**src/rtl/uart_rx_fifo.sv**
```systemverilog
// UART receive byte FIFO, first-word-fall-through: a written byte is visible one cycle later.
// Input side never stalls (bytes are dropped when full, sticky overflow); output side is valid/ready; break flushes.
module uart_rx_fifo #(
  parameter int DEPTH_LOG2 = 4
) (
  input  logic                  clk,
  input  logic                  resetn,
  input  logic                  in_valid,
  input  logic [7:0]            in_data,
  output logic                  in_ready,
  input  logic                  in_break,
  output logic                  out_valid,
  output logic [7:0]            out_data,
  input  logic                  out_ready,
  output logic                  out_break,
  output logic                  overflow,
  output logic [DEPTH_LOG2:0]   level
);

  localparam int DEPTH = 2 ** DEPTH_LOG2;
  localparam logic [DEPTH_LOG2:0] FULL_LVL = {1'b1, {DEPTH_LOG2{1'b0}}};

  logic [7:0]            mem [DEPTH];
  logic [DEPTH_LOG2-1:0] wr_ptr;
  logic [DEPTH_LOG2-1:0] rd_ptr;
  logic [DEPTH_LOG2:0]   lvl;
  logic                  full;
  logic                  read;
  logic                  write;

  assign in_ready  = 1'b1;
  assign out_valid = (lvl != '0);
  assign full      = (lvl == FULL_LVL);
  assign read      = out_valid && out_ready;
  // A read in the same cycle frees a slot, so a full FIFO still accepts the byte.
  assign write     = in_valid && (!full || read);
  assign out_data  = mem[rd_ptr];
  assign level     = lvl;

  always_ff @(posedge clk) begin
    if (write && !in_break) begin
      mem[wr_ptr] <= in_data;
    end
  end

  always_ff @(posedge clk or negedge resetn) begin
    if (!resetn) begin
      wr_ptr    <= '0;
      rd_ptr    <= '0;
      lvl       <= '0;
      overflow  <= 1'b0;
      out_break <= 1'b0;
    end else begin
      out_break <= in_break;
      // Break outranks any read or write presented in the same cycle.
      if (in_break) begin
        wr_ptr   <= '0;
        rd_ptr   <= '0;
        lvl      <= '0;
        overflow <= 1'b0;
      end else begin
        if (write) begin
          wr_ptr <= wr_ptr + 1'b1;
        end
        if (read) begin
          rd_ptr <= rd_ptr + 1'b1;
        end
        if (write && !read) begin
          lvl <= lvl + 1'b1;
        end else if (read && !write) begin
          lvl <= lvl - 1'b1;
        end
        if (in_valid && !write) begin
          overflow <= 1'b1;
        end
      end
    end
  end

endmodule

```
**config.mk**
```make
export PLATFORM = sky130hd
export DESIGN_NAME = uart_rx_fifo
export DESIGN_NICKNAME = d
export VERILOG_FILES = /design/src/rtl/uart_rx_fifo.sv
export SDC_FILE = /design/constraint.sdc
export NUM_CORES = 1
export LEC_CHECK = 0
export BUFFER_PORTS_ARGS = -buffer_cell sky130_fd_sc_hd__buf_2
export CAP_MARGIN = 40
export CORE_MARGIN = 1.5
export CORE_UTILIZATION = 65
export CTS_BUF_LIST = sky130_fd_sc_hd__clkbuf_4 sky130_fd_sc_hd__clkbuf_8 sky130_fd_sc_hd__clkbuf_16
export DETAILED_ROUTE_END_ITERATION = 10
export GPL_TIMING_DRIVEN = 0
export HOLD_SLACK_MARGIN = 0.1
export PLACE_DENSITY = 0.84
export SLEW_MARGIN = 20
export SYNTH_ARGS = -nofsm -noshare
export SYNTH_HDL_FRONTEND = slang
export SYNTH_SLANG_ARGS = --single-unit
```
**constraint.sdc**
```tcl
create_clock -name clk -period 7.5 [get_ports clk]
set_clock_uncertainty 0.1 [all_clocks]
set_input_delay 1.125 -clock clk [delete_from_list [all_inputs] [get_ports clk]]
set_output_delay 1.125 -clock clk [all_outputs]
set_load 0.01 [all_outputs]
```
* After elaboration in Yosys (flattened, before gate mapping)
Memory sizes are Yosys's and may differ from the RTL's.
Cells that the tools add are included.
** Operators by class
- Add/subtract/negate cells :: 4
- Eq/ne operators :: 1
- Mux-type cells :: 11
- Reductions and logical operators :: 16
** Operator list (count)
- 2-to-1 mux 4 bit :: 4
- 2-to-1 mux 5 bit :: 3
- adder 4 x 1 -> 4 bit (second input constant) :: 2
- logical AND 1 bit :: 6
- nonzero test 2 bit :: 3
- adder 5 x 1 -> 5 bit (second input constant) :: 1
- == test 5 bit (second input constant) :: 1
- nonzero test 5 bit :: 1
- subtractor 5 x 1 -> 5 bit (second input constant) :: 1
- zero test 1 bit :: 4
- 2-to-1 mux 1 bit :: 4
- nonzero test 3 bit :: 1
- logical OR 1 bit :: 1
** Storage, ports and cells
- Bits in registers :: 15
- RAM bits :: 128
- Input bits :: 13
- Output and inout port bits :: 17
- Word-level logic and storage cells :: 38
- Memories :: 1
** Memory list
- mem :: words 16, bits a word 8, read ports 1, clocked after memory_dff 0, write ports 1, line 23 : logic [7:0] mem [DEPTH];

* Longest topological paths before layout
- Word-level depth :: 9
- Gate-level depth with buffers :: 8
- Depth with buffers taken out :: 8

* Worst setup path after synthesis
Ideal clock, no wire load.
- Path kind :: reg2out
- Start :: reg rd_ptr[0]
- End :: out out_data[3]
- Arrival :: 1.634 ns
- Data required time :: 6.275 ns
- Path slack :: 4.641 ns
- Cell stages (with the launch flop) :: 6
- Buffers on the path :: 2
- Cell sequence :: dfrtp_1 > buf_2 > buf_2 > mux4_2 > a22oi_1 > nand2_1
** On the way
- Word-level cells in the longest chain between the ends :: 1
** RTL lines
- start, declared :: line 25 : logic [DEPTH_LOG2-1:0] rd_ptr;
- start signal, assigned :: line 66 : rd_ptr <= rd_ptr + 1'b1;
- memory read (16 x 8 bit)
- end, declared :: line 13 : output logic [7:0] out_data,
No other way between the ends.

* Worst setup path in the final report
- Start :: reg rd_ptr[1]
- End :: out out_data[1]
The elaborated chain is that of the path after synthesis.

==> out/summary.txt <==
crit end category: primary output
DR WL met2: 6040 um
initial antenna violation count: 0
CP Data Arrival Time: 2.82 ns
gr ovfl total: 0
Synth area leader: edfxtp_1
Clock Tree Root: clkbuf_8
Slew Viols, Final: 0
first-pass GRT wire length: 18,100 um
Reg clk slew, reported paths: 0.06 ns
Clock Latency Late Sink: 0.51 ns
Starting Density: 0.671
setup violators final: 0
GRT Resource Usage Total: 0.264
area taken by flip-flops and latches: 4220 um^2
status: finished, final reports clean
Clock Tree Buf Depth: 2
synthesized cell area: 5880 um^2
Num CTS Buffers: 17
post-CTS sizing: 0
syn_area_per_cell: 18.4 um^2
ys async rst share: 0.105
antenna cells: 0
Seq/Total Area, Yosys: 0.717
# port buffers: 27
row cnt: 34
setup slack on the worst flop-to-flop path: 4.67 ns
Top Layer Used: met4
Initial DRC Count: 281
residual DRC count: 0
Slew headroom: 0.452
final worst-path cycle share: 0.540
post-CTS setup buffers: 0
Final #Nets: 391
core area: 8760 um^2
Layout area overhead: 14.8%
routed length per instance: 23.7 um
H-tree levels: 4
Max Fanout on Critical Path: 10
Top FF cell, synth: edfxtp_1
Post-Route WL: 11,600 um
Leakage Power: 2.33 nW
Least-Margin Pin Slew: 0.819 ns
clock sink total: 143
drt pass-1 iters: 5
Max Fclk: 247 MHz
top cell type's share of synthesized area: 0.654
Vias: 3,136
total power: 2.17 mW
Synthesized Nets: 342
RSZ-0062 raised after global routing: false
total of max-cap violations: 0
placed insts: 454
ANT nets after route: 0
Layout Cells excl Fill: 489
Post-Synthesis Cells: 319
hold_buf cts: 0
worst vdd ir: 0.158 mV
pwr dens: 321 nW/um^2
die area: 9630 um^2
Die Width: 98.1 um
fraction of layout cells with a size suffix above 1: 0.286
EDFF count, synth: 128
Setup TNS Final: 0 ns
DP HPWL: 7060 um
synthesized flop and latch total: 143
FILL cells: 472
Synthesis Warnings: 0
most common cell in the netlist: edfxtp_1
critical path type: reg2out
CTS tree: done
Metal-1 WL: 4550 um
top cells by count, synth: edfxtp_1 (128), mux4_2 (32), nor2_1 (29), a22oi_1 (16)
# IOs: 30
number of global-route vias before repair: 3,150
library cells used by synthesis: 43
vias per cell: 6.41
largest net degree at the start of global routing: 17
Final Hold Viols: 0
footprint of the multi-input gates: 1580 um^2
crit path launch type: flop
met3 wire len: 876 um
synth top area cells: edfxtp_1 (65%), mux4_2 (12%), dfrtp_1 (6.4%)
Final min period: 4.05 ns
HP Class: reg2reg
worst path required time: 6.27 ns
Routability Congestion: 0.768
die span in y: 98.1 um
## critical path: stages, from the launching register on
cell and delay, ns:
dfrtp_1 0.35, clkbuf_1 0.33, clkbuf_1 0.65, mux4_2 0.43, a22oi_1 0.28, nand2_1 0.12, buf_2 0.15
## cell families after synthesis
logic type / after synthesis / share of synthesized area
compound gates: 33 / 0.0434
xor+xnor: 8 / 0.0119
fa+ha+maj: 10 / 0.0226
buf+inv: 19 / 0.0140
flops: 143 / 0.717
mux: 38 / 0.133
other cells: 1 / 0.000638
simple gates: 67 / 0.0566
## layout by cell type, fill, tap and decap left out, types with 2 or more instances in the layout
| master | n |
|---|---|
| buf_4 | 4 |
| xor2_1 | 4 |
| edfxtp_1 | 128 |
| clkinvlp_4 | 3 |
| nor2_1 | 29 |
| nor2b_1 | 5 |
| nand2_1 | 15 |
| or3_1 | 2 |
| clkbuf_4 | 3 |
| clkinv_4 | 2 |
| nand3_1 | 3 |
| mux2_1 | 3 |
| xnor2_1 | 4 |
| nand2b_1 | 2 |
| clkbuf_16 | 16 |
| and3_1 | 2 |
| inv_1 | 3 |
| clkbuf_1 | 7 |
| mux2i_1 | 3 |
| o211ai_1 | 4 |
| mux4_2 | 32 |
| buf_2 | 33 |
| ha_1 | 9 |
| a22oi_1 | 16 |
| a31oi_1 | 2 |
| clkinv_2 | 3 |
| bufinv_16 | 2 |
| a21oi_1 | 3 |
| clkbuf_8 | 3 |
| dfrtp_1 | 15 |
| buf_1 | 2 |
## per-layer routing
metal | up-vias | GRT usage
met1 | 1597 | 0.378
li1 | 1370 | -
met5 | - | 0
met3 | 15 | 0.0616
met2 | 154 | 0.410
met4 | 0 | 0.0901
## through the flow
stage	hold slack, ns	setup WS [ns]	utilization	area (um^2)
after global placement	0.380	4.09	0.702	6150
after floorplan	0.429	4.64	-	5880
after CTS	0.405	3.50	0.768	6730
after global routing	0.434	3.36	0.771	6750
final	0.406	3.45	0.771	6750
after detailed placement	0.390	4.01	0.702	6150
## worst paths after layout
check                      startpoint           to  cells after the start
max                         rd_ptr[1]  out_data[1]                      6
min                          overflow     overflow                      2
max reg2reg                  level[0]     level[4]                      8
min reg2reg                  overflow     overflow                      2
max in group asynchronous      resetn    wr_ptr[2]                      1
min in group asynchronous      resetn     overflow                      1
## where the power goes
group / switching [mW] / total [mW] / internal, mW
logic: 0.234 / 0.440 / 0.206
registers: 0.0278 / 0.920 / 0.892
clock network: 0.308 / 0.809 / 0.501
## sequential cells by signal, summed over array words and instances (netlist names)
register and cells:
mem 128, level 5, rd_ptr 4, wr_ptr 4
out_break 1, overflow 1
## area by class of cell
class,count,share of cell area
clock buffers,22,0.0687
clock inverters,10,0.0170
repair buffers,30,0.0233
well taps,108,0.0200
multi-input cells,157,0.234
plain buffers,16,0.0106
inverters,3,0.00167
flip-flops and latches,143,0.625
(Power assumes the default switching activity.)
